--- src/rtl/dmem_ctrl.sv ---
// Data-memory access controller: steers CPU loads/stores onto a byte-lane RAM,
// formats the registered read word, and arbitrates a low-priority host word port.
module dmem_ctrl #(
    parameter int DRWIDTH = 12
) (
    input  logic               clk,
    input  logic               rst,
    input  logic               ma_req,
    input  logic               ma_we,
    input  logic [1:0]         ma_size,
    input  logic               ma_unsigned,
    input  logic [31:0]        ma_adr,
    input  logic [31:0]        ma_wdata,
    output logic [31:0]        ld_data,
    output logic               ld_valid,
    output logic               misalign,
    input  logic               host_req,
    input  logic               host_we,
    input  logic [DRWIDTH-1:0] host_adr,
    input  logic [31:0]        host_wdata,
    output logic               host_ack,
    output logic [31:0]        host_rdata,
    output logic [DRWIDTH-1:0] ram_radr,
    output logic [DRWIDTH-1:0] ram_wadr,
    output logic [31:0]        ram_wdata,
    output logic [3:0]         ram_wen,
    input  logic [31:0]        ram_rdata
);

    typedef enum logic [1:0] {
        IDLE  = 2'd0,
        HBUSY = 2'd1,
        HDONE = 2'd2
    } host_state_e;

    host_state_e state_q, state_d;
    logic        host_grant;
    logic        host_we_q;
    logic [31:0] host_rdata_q;

    logic        ld_pend_q;
    logic [1:0]  ld_off_q;
    logic [1:0]  ld_size_q;
    logic        ld_uns_q;
    logic        misalign_q;

    logic        ma_misaligned;
    logic [3:0]  cpu_wen;
    logic [31:0] cpu_wdata;
    logic [15:0] ld_half;
    logic [7:0]  ld_byte;

    // Upper CPU address bits fall outside the RAM and are deliberately dropped.
    logic unused_adr_bits;
    assign unused_adr_bits = ^ma_adr[31:DRWIDTH+2];

    assign ma_misaligned = (ma_size == 2'b01) ? ma_adr[0]
                         : ma_size[1]         ? (ma_adr[1:0] != 2'b00)
                         :                      1'b0;

    // NOTE: every combinational output gets a default before any branch, so no
    // path leaves it unassigned and no latch is inferred.
    always_comb begin
        state_d    = state_q;
        host_grant = 1'b0;
        case (state_q)
            IDLE: begin
                if (host_req && !ma_req) begin
                    host_grant = 1'b1;
                    state_d    = HBUSY;
                end
            end
            HBUSY:   state_d = HDONE;
            HDONE:   if (!host_req) state_d = IDLE;
            default: state_d = IDLE;
        endcase
    end

    always_comb begin
        cpu_wdata = ma_wdata;
        cpu_wen   = 4'b1111;
        case (ma_size)
            2'b00: begin
                cpu_wdata = {4{ma_wdata[7:0]}};
                cpu_wen   = 4'b0001 << ma_adr[1:0];
            end
            2'b01: begin
                cpu_wdata = {2{ma_wdata[15:0]}};
                cpu_wen   = ma_adr[1] ? 4'b1100 : 4'b0011;
            end
            default: ;
        endcase
    end

    assign ram_radr = ma_req ? ma_adr[DRWIDTH+1:2] : host_adr;
    assign ram_wadr = ram_radr;

    always_comb begin
        ram_wdata = host_wdata;
        ram_wen   = 4'b0000;
        if (ma_req) begin
            ram_wdata = cpu_wdata;
            if (ma_we && !ma_misaligned) ram_wen = cpu_wen;
        end else if (host_grant && host_we) begin
            ram_wen = 4'b1111;
        end
    end

    // NOTE: sequential state uses non-blocking assignments so every register
    // samples pre-edge values regardless of statement order.
    always_ff @(posedge clk or posedge rst) begin
        if (rst) begin
            state_q      <= IDLE;
            host_we_q    <= 1'b0;
            host_rdata_q <= 32'h0;
            ld_pend_q    <= 1'b0;
            ld_off_q     <= 2'b00;
            ld_size_q    <= 2'b00;
            ld_uns_q     <= 1'b0;
            misalign_q   <= 1'b0;
        end else begin
            state_q    <= state_d;
            ld_pend_q  <= ma_req && !ma_we && !ma_misaligned;
            ld_off_q   <= ma_adr[1:0];
            ld_size_q  <= ma_size;
            ld_uns_q   <= ma_unsigned;
            misalign_q <= ma_req && ma_misaligned;
            if (host_grant) host_we_q <= host_we;
            if (state_q == HBUSY && !host_we_q) host_rdata_q <= ram_rdata;
        end
    end

    // The read word arrives in HBUSY; pass it straight through so it is valid
    // in the same cycle host_ack rises, then hold the captured copy.
    assign host_ack   = (state_q == HBUSY) || (state_q == HDONE);
    assign host_rdata = (state_q == HBUSY && !host_we_q) ? ram_rdata : host_rdata_q;

    assign ld_byte = ram_rdata[{ld_off_q, 3'b000} +: 8];
    assign ld_half = ld_off_q[1] ? ram_rdata[31:16] : ram_rdata[15:0];

    always_comb begin
        ld_data = 32'h0;
        if (ld_pend_q) begin
            case (ld_size_q)
                2'b00:   ld_data = {{24{!ld_uns_q && ld_byte[7]}}, ld_byte};
                2'b01:   ld_data = {{16{!ld_uns_q && ld_half[15]}}, ld_half};
                default: ld_data = ram_rdata;
            endcase
        end
    end

    assign ld_valid = ld_pend_q;
    assign misalign = misalign_q;

endmodule

--- config.mk ---
export PLATFORM = sky130hd
export DESIGN_NAME = dmem_ctrl
export DESIGN_NICKNAME = d
export VERILOG_FILES = /design/src/rtl/dmem_ctrl.sv
export SDC_FILE = /design/constraint.sdc
export NUM_CORES = 1
export LEC_CHECK = 0
export CELL_PAD_IN_SITES_DETAIL_PLACEMENT = 1
export CELL_PAD_IN_SITES_GLOBAL_PLACEMENT = 2
export CORE_UTILIZATION = 16
export DETAILED_ROUTE_END_ITERATION = 10
export GPL_TIMING_DRIVEN = 0
export PLACE_DENSITY_LB_ADDON = 0.1
export SYNTH_ARGS = -nofsm -noshare
export SYNTH_HDL_FRONTEND = slang
export SYNTH_SLANG_ARGS = --single-unit
--- constraint.sdc ---
create_clock -name clk -period 2.2 [get_ports clk]
set_input_delay 0.44 -clock clk [delete_from_list [all_inputs] [get_ports clk]]
set_output_delay 0.44 -clock clk [all_outputs]
set_load 0.005 [all_outputs]
==> flow_summary_export.csv <==
group,metric,value,unit
setup_path,max_stage_delay,400,ps
logic_synthesis,synth_compound_area_share,12.62,%
hold_path,hold_end,"ld_size_q[0]",
setup_path,rrSetupSlack,360,ps
setup_path,crit_type,"register to output port",
power_and_ir_drop,p_sw,0.001724,W
logic_synthesis,ys_seq_area_share,32.83,%
floorplanning,dieArea,20580,um2
timing,skew,8.112,ps
timing,hold-worst-slack,348.9,ps
clock_tree,clock_insertion_delay_worst_skew,290,ps
setup_path,cp.depth,8,
placed_design,place_ws,-933.8,ps
floorplanning,rows,51,
clock_tree,clockBufferDepth,2,
hold_path,hp-start,"ma_size[0]",
routing,wl,17.67,mm
logic_synthesis,syn-num-nets,486,
setup_path,reg2reg_depth,8,
setup_path,crit_fanout,5,
final_layout,nNetsFinal,798,
timing,relSlewSlack,68.80,%
power_and_ir_drop,combPwrFrac,65.0,%
setup_path,path_cells,"inv_2 -> ha_4 -> nor2b_4 -> buf_8 -> buf_12 -> buf_12 -> mux2_4 -> buf_6",
floorplanning,die_y,143.5,um
final_layout,mostFrequentLayoutCells,"clkdlybuf4s50_1 (141), buf_6 (65), buf_4 (39), mux2_4 (39), dfrtp_1 (39)",
timing,fin_tns_setup,-3354,ps
clock_tree,cts.htree.levels,2,
logic_synthesis,yosysWarnings,0,
power_and_ir_drop,power.internal,0.003998,W
logic_synthesis,synth_top_family_by_area,"multiplexers",
floorplanning,ios,276,
floorplanning,die_w,143.5,um
global_routing,antenna_found_initial,2,
logic_synthesis,synth_area_per_cell,9.615,um2
placed_design,port_buffers,256,
setup_path,crit_top_cell,"buf_12",
logic_synthesis,synth_cell_types,37,
logic_synthesis,synthAdderAreaFrac,1.563,%
logic_synthesis,synth_seq_cells,42,
power_and_ir_drop,clkPwrFrac,13.6,%
placed_design,dp.final_hpwl,13.54,mm
clock_tree,cts_made_buffers,5,
global_routing,grt_max_degree,24,
logic_synthesis,netlist.area_leader.share,32.83,%
final_layout,areaGrowthSynthToFinish,123.5,%
outcome,outcome,"complete, but fails checks",
placed_design,gp_congestion,0.7727,
clock_tree,clockRootBuffer,"clkbuf_16",
outcome,violations,"setup timing",
clock_tree,cts_tree,"done",
power_and_ir_drop,leakage,3.360,nW
power_and_ir_drop,ir_worst_vdd,326.1,uV
logic_synthesis,synth.cell_area,3202,um2
global_routing,grt_first_pass_wirelength,26.31,mm
routing,antenna_left,0,
logic_synthesis,synth-simple-area-share,12.86,%
hold_path,min_path_type,"primary input to register",
setup_path,startpoint,"state_q[1]",
routing,num_vias,3837,
logic_synthesis,muxShareOfSynthArea,32.40,%
power_and_ir_drop,power,0.005722,W
routing,drc,0,
routing,initialDrtViolationCount,88,
power_and_ir_drop,swShare,30.13,%
floorplanning,start_util,16.40,%
timing,rsz0062_at_grt,"yes",
logic_synthesis,yosys.area.top_type,"dfrtp_1",
timing,max_freq,433.3,MHz
routing,wire_per_inst,19.36,um
setup_path,startpoint_type,"register",
global_routing,grt_overflow_total,0,
routing,avgViaCountPerCell,4.203,
timing,worst_slack,-107.8,ps
setup_path,critPathCaptureType,"output port",
setup_path,rr_startpoint,"state_q[1]",
final_layout,drive_gt1_share,42.57,%
setup_path,crit_arrival,1870,ps
timing,worst_pin_slew,467.3,ps
logic_synthesis,syn_inst,333,
clock_tree,cts_num_sinks,42,
setup_path,worstReg2RegEnd,"state_q[1]",
setup_path,critPathTopFamily,"buffers and inverters",
routing,drtPass1Iterations,5,
setup_path,cp_slowest_cell,"dfrtp_1",
timing,finalCriticalPeriod,2308,ps
timing,setup_viol,47,
timing,finalCritPeriodShare,104.9,%
run,cap_violations,0,
power_and_ir_drop,seq_power_share,21.4,%
logic_synthesis,ys_top_cells_by_area,"dfrtp_1 (33%), mux2_2 (24%), mux2i_1 (8.1%)",
final_layout,final_common_cell,"clkdlybuf4s50_1",
setup_path,critPathBufInv,5,
hold_path,hold_depth,1,
final_layout,n_fill_cell,2205,
global_routing,grt_usage,17.14,%
floorplanning,coreArea,19530,um2
power_and_ir_drop,pwr_density_cell,799.5,nW/um2
timing,slew_violations,0,
clock_tree,clkTransAtPathRegs,60,ps
logic_synthesis,synth_xor_xnor_area_share,0.8206,%
timing,finalHoldViolations,0,
global_routing,first_global_vias,4411,
setup_path,required,1760,ps
==> worst max-delay path by stage <==
stage                endpoint  slack, ps
2_1_floorplan  host_rdata[11]        290
3_3_place_gp       ram_wen[2]       -970
3_5_place_dp       ram_wen[2]       -930
4_1_cts           ld_data[15]       -160
5_1_grt           ld_data[31]       -170
6_report        host_rdata[8]       -110
==> cells by family (layout without fill, tap and decap cells) <==
kind of cell,count (synthesis),in the layout
multiplexers,95,95
AND/OR/NAND/NOR,89,89
AO/OA/AOI/OAI,59,59
flip-flops,42,42
buffers and inverters,41,354
adder cells (fa/ha/maj),4,4
XOR/XNOR,3,3
other,0,2
==> cell usage after synthesis <==
cell	instances
a21o_1	8
o31ai_1	3
or3_1	1
nand3_1	1
and2_0	1
xor2_1	2
nor2_4	1
a21oi_1	18
mux2_2	68
nor2b_1	14
buf_1	2
o22ai_2	1
mux2i_1	26
a22oi_1	1
xnor2_1	1
nor3b_1	2
o21ai_0	10
inv_1	4
mux2_1	1
nand2_1	44
clkbuf_1	8
nor2_1	19
a221oi_1	1
or3b_1	1
ha_1	4
o21ai_1	1
o21bai_1	1
and3_1	1
nor3_2	1
inv_2	1
and2_1	3
o21ai_2	1
a222oi_1	7
dfrtp_1	42
a22o_1	7
buf_2	12
buf_4	14
==> flip-flops by register name (all words and copies together) (netlist names) <==
signal / cells
ld_size_q: 2
ld_off_q: 2
host_rdata_q: 32
state_q: 2
ld_uns_q: 1
misalign: 1
ld_valid: 1
host_we_q: 1
==> power by group through the flow <==
stage | clock network (W) | logic, W | registers, W
3_3_place_gp | 0 | 0.00264 | 0.00121
2_1_floorplan | 0 | 0.00108 | 0.00119
6_report | 0.000778 | 0.00372 | 0.00123
4_1_cts | 0.000804 | 0.00366 | 0.00123
5_1_grt | 0.000832 | 0.00399 | 0.00126
3_5_place_dp | 0 | 0.00268 | 0.00122
==> metal layers <==
metal | wire length [um] | up-vias | global-route usage [%] | share of wire (%)
li1 | - | 1787 | - | -
met1 | 6732 | 1873 | 18.62 | 38
met2 | 9294 | 171 | 32.47 | 53
met3 | 1521 | 6 | 5.498 | 8.6
met4 | 124 | 0 | 2.856 | 0.70
met5 | 0 | - | 0 | 0
==> layout make-up <==
| class | instances | area [um2] | area share (%) |
|---|---|---|---|
| inverters | 5 | 18.77 | 0.2622 |
| multi-input cells | 250 | 2267 | 31.68 |
| clock inverters | 1 | 5.005 | 0.06993 |
| repair buffers | 308 | 2992 | 41.80 |
| well taps | 265 | 331.6 | 4.633 |
| diodes | 2 | 5.005 | 0.06993 |
| clock buffers | 7 | 142.6 | 1.993 |
| flip-flops and latches | 42 | 1055 | 14.74 |
| plain buffers | 33 | 340.3 | 4.755 |
==> stage by stage <==
stage	area, um2	instances	util (%)
global placement	6096	854	31.22
global route	7152	911	36.63
floorplan	3202	333	-
CTS	7028	908	35.99
finish	7157	913	36.65
detailed placement	6116	855	31.32
==> repair_timing <==
| item | in CTS | in global routing |
|---|---|---|
| hold buffers | 0 | 0 |
| gates cloned | 5 | 0 |
| setup endpoints to repair | 118 | 83 |
| setup buffers | 42 | 8 |
| resized for setup | 480 | 53 |
| pin swaps | 17 | 5 |
Note: power is estimated with default switching activity, not from simulation.
==> variant 1, RTL diff (config.mk and constraints unchanged) <==
`DRWIDTH`: 12 -> 6.
--- a/src/rtl/dmem_ctrl.sv
+++ b/src/rtl/dmem_ctrl.sv
@@ -1,7 +1,7 @@
 // Data-memory access controller: steers CPU loads/stores onto a byte-lane RAM,
 // formats the registered read word, and arbitrates a low-priority host word port.
 module dmem_ctrl #(
-    parameter int DRWIDTH = 12
+    parameter int DRWIDTH = 6
 ) (
     input  logic               clk,
     input  logic               rst,
Ports: changed (resized host_adr, ram_radr and ram_wadr); port bits go from 276 to 258. The function was not compared with the original's and may differ.
==> variant 1 against the unedited design <==
The flow still finishes with violations (setup timing); via count decreased by 3.9%; critical path type unchanged; final area decreased by 1.9%; global-route usage decreased by 0.67 points; first-iteration DRC count increased by 14%; wire length decreased by 7.4%; power increased by 7.2%; final cell count decreased by 5.7%; die area decreased by 3.7%; setup slack got worse by 76 ps; sequential cell count unchanged; combinational power increased by 5%; clock skew decreased by 2.5 ps; area after synthesis decreased by 3.8%.
==> variant 1: results (changes against the unedited design) <==
Clocking
  – Post-CTS resize count: 492 (+2.5%)

Critical path
  – RR Endpoint: host_rdata_q[27]$_DFF_PP0_
  – Worst EP arrival: 1940 ps (+70 ps)
  – Register-to-Register Path Depth: 10 (+2)
  – CP peak stage delay: 370 ps (-30 ps)

Power and ir drop
  – Static Leak: 3.32 nW (-1.3%)
  – Peak VDD IR: 0.334 mV (+2.5%)
  – P_int: 0.00438 W (+9.5%)

Global routing
  – Vias in the first global route: 4,122 (-6.6%)
  – Largest net degree at the start of global routing: 36 (+50%)
  – First-pass GRT wire length: 24,800 um (-5.9%)
  – Total track usage: 16.5% (-0.67 points)
  – Antenna violations before repair: 0 (-2)

Detailed routing
  – Vias per cell: 4.28 (+1.9%)
  – Iteration-0 DRC Markers: 100 (+14%)
  – WL per Instance: 19.0 um (-1.8%)

STA
  – Max_slew headroom: 67.3% (-1.5 points)
  – Setup violators final: 58 (+23%)
  – Fin worst setup slack: -184 ps (-76.1 ps)
  – WHS: 327 ps (-21.7 ps)

Placement
  – Cell total after placement: 788 (-7.8%)
  – Port buffer count: 233 (-9.0%)
  – GPL Wtd Cong: 0.704 (-8.9%)
  – Placed wire-length estimate: 12,200 um (-10%)
  – Area after DPL: 5730 um2 (-6.4%)
  – Setup WS pre-CTS: -959 ps (-25.0 ps)

Hold path
  – Worst Hold Launch: ma_adr[0]
  – Endpoint, Worst Hold: ld_off_q[0]$_DFF_PP0_

Synth
  – Dominant cells by area after synthesis: dfrtp_1 34%, mux2_2 23%, mux2i_1 8.4%
  – Register area share after synthesis: 34.1% (+1.3 points)
  – Syn nets: 467 (-3.9%)
  – Most frequent cells after synthesis: 62 x mux2_2, 44 x nand2_1, 42 x dfrtp_1

Layout
  – Post-route insts no fill: 861 (-5.7%)
  – Nets: 772 (-3.3%)

Run status
  – Status: finished, violations left
  – Failing checks: setup timing
## variant 1: cell types whose count changed after synthesis, sizes merged
cell / change
clkbuf: +1
buf: -8
mux2: -6
## variant 1: power by group through the flow
stage	logic (W)	registers, W	clock network, W
3_3_place_gp	0.00255	0.00121	0
3_5_place_dp	0.00259	0.00122	0
5_1_grt	0.00415	0.00127	0.00106
2_1_floorplan	0.00105	0.00119	0
6_report	0.00390	0.00123	0.00101
4_1_cts	0.00378	0.00123	0.00104
## variant 1: layer usage
layer / up-vias / routed length, um / global-route usage, %
met3: 11 / 1410 / 5.50
met1: 1772 / 6400 / 18.3
li1: 1741 / - / -
met5: - / 0 / 0
met2: 162 / 8340 / 30.2
met4: 0 / 223 / 3.78
## variant 1: worst max-delay path by stage
stage	start	end	slack, ps
6_report	state_q[1]$_DFFE_PP0P_	host_rdata[28]	-180
5_1_grt	state_q[1]$_DFFE_PP0P_	host_rdata[28]	-240
4_1_cts	ld_size_q[1]$_DFF_PP0_	ld_data[15]	-220
3_5_place_dp	ma_size[1]	ram_wen[3]	-960
3_3_place_gp	ma_size[1]	ram_wen[3]	-980
2_1_floorplan	state_q[1]$_DFFE_PP0P_	host_rdata[11]	290
## variant 1: cell families after synthesis
logic type / count (synthesis) / share of synthesized area [%]
compound gates: 59 / 13.1
xor+xnor: 3 / 0.853
fa+ha+maj: 4 / 1.62
buf+inv: 34 / 5.48
flops: 42 / 34.1
mux: 89 / 31.5
simple gates: 89 / 13.4
## variant 1: area by class of cell
type,instances,area (um2)
Buffer,24,264
Timing Repair Buffer,303,2990
Tap cell,234,293
Inverter,5,23.8
Antenna cell,1,2.50
Multi-Input combinational cell,244,2200
Clock inverter,2,60.1
Fill cell,2115,11700
Sequential cell,42,1050
Clock buffer,6,139
==> variant 2, RTL diff (same flow settings) <==
Without the edit above. Encoding of `host_state_e`: now one-hot (3 bits for 3 states).
--- a/src/rtl/dmem_ctrl.sv
+++ b/src/rtl/dmem_ctrl.sv
@@ -27,10 +27,10 @@
     input  logic [31:0]        ram_rdata
 );
 
-    typedef enum logic [1:0] {
-        IDLE  = 2'd0,
-        HBUSY = 2'd1,
-        HDONE = 2'd2
+    typedef enum logic [2:0] {
+        IDLE  = 3'b001,
+        HBUSY = 3'b010,
+        HDONE = 3'b100
     } host_state_e;
 
     host_state_e state_q, state_d;
Function: same outputs for any inputs over 10 cycles, from zero or initial values and one cycle with rst high; not proved beyond that.
==> variant 2 against the unedited design <==
The flow still finishes with violations (setup timing); hold slack better by 6.1 ps; setup slack got worse by 60 ps; final area increased by 0.35%; wire length increased by 0.50%; power shrank 31%; final cell count is 1.3% higher; sequential cell count is 1 higher; area after synthesis fell by 0.63%; count of clock-buffer cells in the layout is the same; critical path type unchanged; largest cell class unchanged.
==> variant 2: results (changes against the unedited design) <==
Critical path
  – Crit path to: ld_data[15]
  – FF-to-FF Start: state_q[2]$_DFFE_PP0P_
  – Crit. Startpoint: ld_size_q[1]$_DFF_PP0_
  – RR Endpoint: host_rdata_q[22]$_DFF_PP0_

Synth
  – Dominant cells by area after synthesis: dfrtp_1 33%, mux2_2 23%, mux2i_1 8.2%
  – Yosys cell types: 39 (+5.4%)
  – Register area share after synthesis: 33.9% (+1.0 points)
  – Post-synthesis compound-gate area fraction: 13.0% (+0.39 points)
  – Adder-Cell Fraction of Synth Area: 0% (-1.6 points)
  – XOR/XNOR Fraction of Synth Area: 0.826% (+0.0052 points)

Detailed routing
  – Met2 wire length: 9210 um (-0.96%)
  – Iteration-0 DRC Markers: 112 (+27%)
  – M1 wire length: 6620 um (-1.7%)
  – Post-Route WL: 17,800 um (+0.50%)
  – Met3 Routed Length: 1830 um (+20%)

Global routing
  – Vias in the first global route: 4,226 (-4.2%)
  – First-pass GRT wire length: 25,900 um (-1.6%)
  – Total track usage: 17.1% (-0.020 points)

Layout
  – Share of cells above drive strength 1: 44.2% (+1.6 points)
  – Non-CTS buffers: 357 (+4.7%)
  – Ant diodes: 1 (-1)
  – Inverters: 4 (-1)
  – Post-route insts no fill: 925 (+1.3%)
  – Clk cell area share: 2.23% (+0.17 points)

Run status
  – Status: finished, violations left
  – Failing checks: setup timing

Placement
  – Setup WS pre-CTS: -891 ps (+42.5 ps)
  – GPL Wtd Cong: 0.732 (-5.2%)

STA
  – Fin worst setup slack: -168 ps (-59.8 ps)
  – Setup violators final: 55 (+17%)
  – Max_slew headroom: 68.0% (-0.84 points)
  – WHS: 355 ps (+6.14 ps)

Power and ir drop
  – Peak VDD IR: 0.244 mV (-25%)
variant 2: changes by cell type after synthesis, moves of 3 or more:
cell,before,now
ha_1,4,0
nor2b_1,14,11
buf_4,14,17
mux2_2,68,65
buf_2,12,9
variant 2: timing repair:
item / CTS / global route
pin swaps: 17 / 20
setup buffers: 59 / 17
gates resized for setup: 436 / 83
hold buffers: 0 / 0
endpoints found under the setup margin: 118 / 82
hold endpoints to repair: 0 / 0
gates cloned: 5 / 0
variant 2: power by group:
part / switching (W) / total (W) / internal, W
registers: 0.0000846 / 0.00113 / 0.00104
clock network: 0.000317 / 0.000800 / 0.000483
logic: 0.000702 / 0.00200 / 0.00130
total: 0.00110 / 0.00393 / 0.00283
variant 2: critical path: cells and delay by family, from the launching register on:
kind,cells,cell delay [ps]
buffers and inverters,2,280
AND/OR/NAND/NOR,2,640
flip-flops,1,410
AO/OA/AOI/OAI,2,320
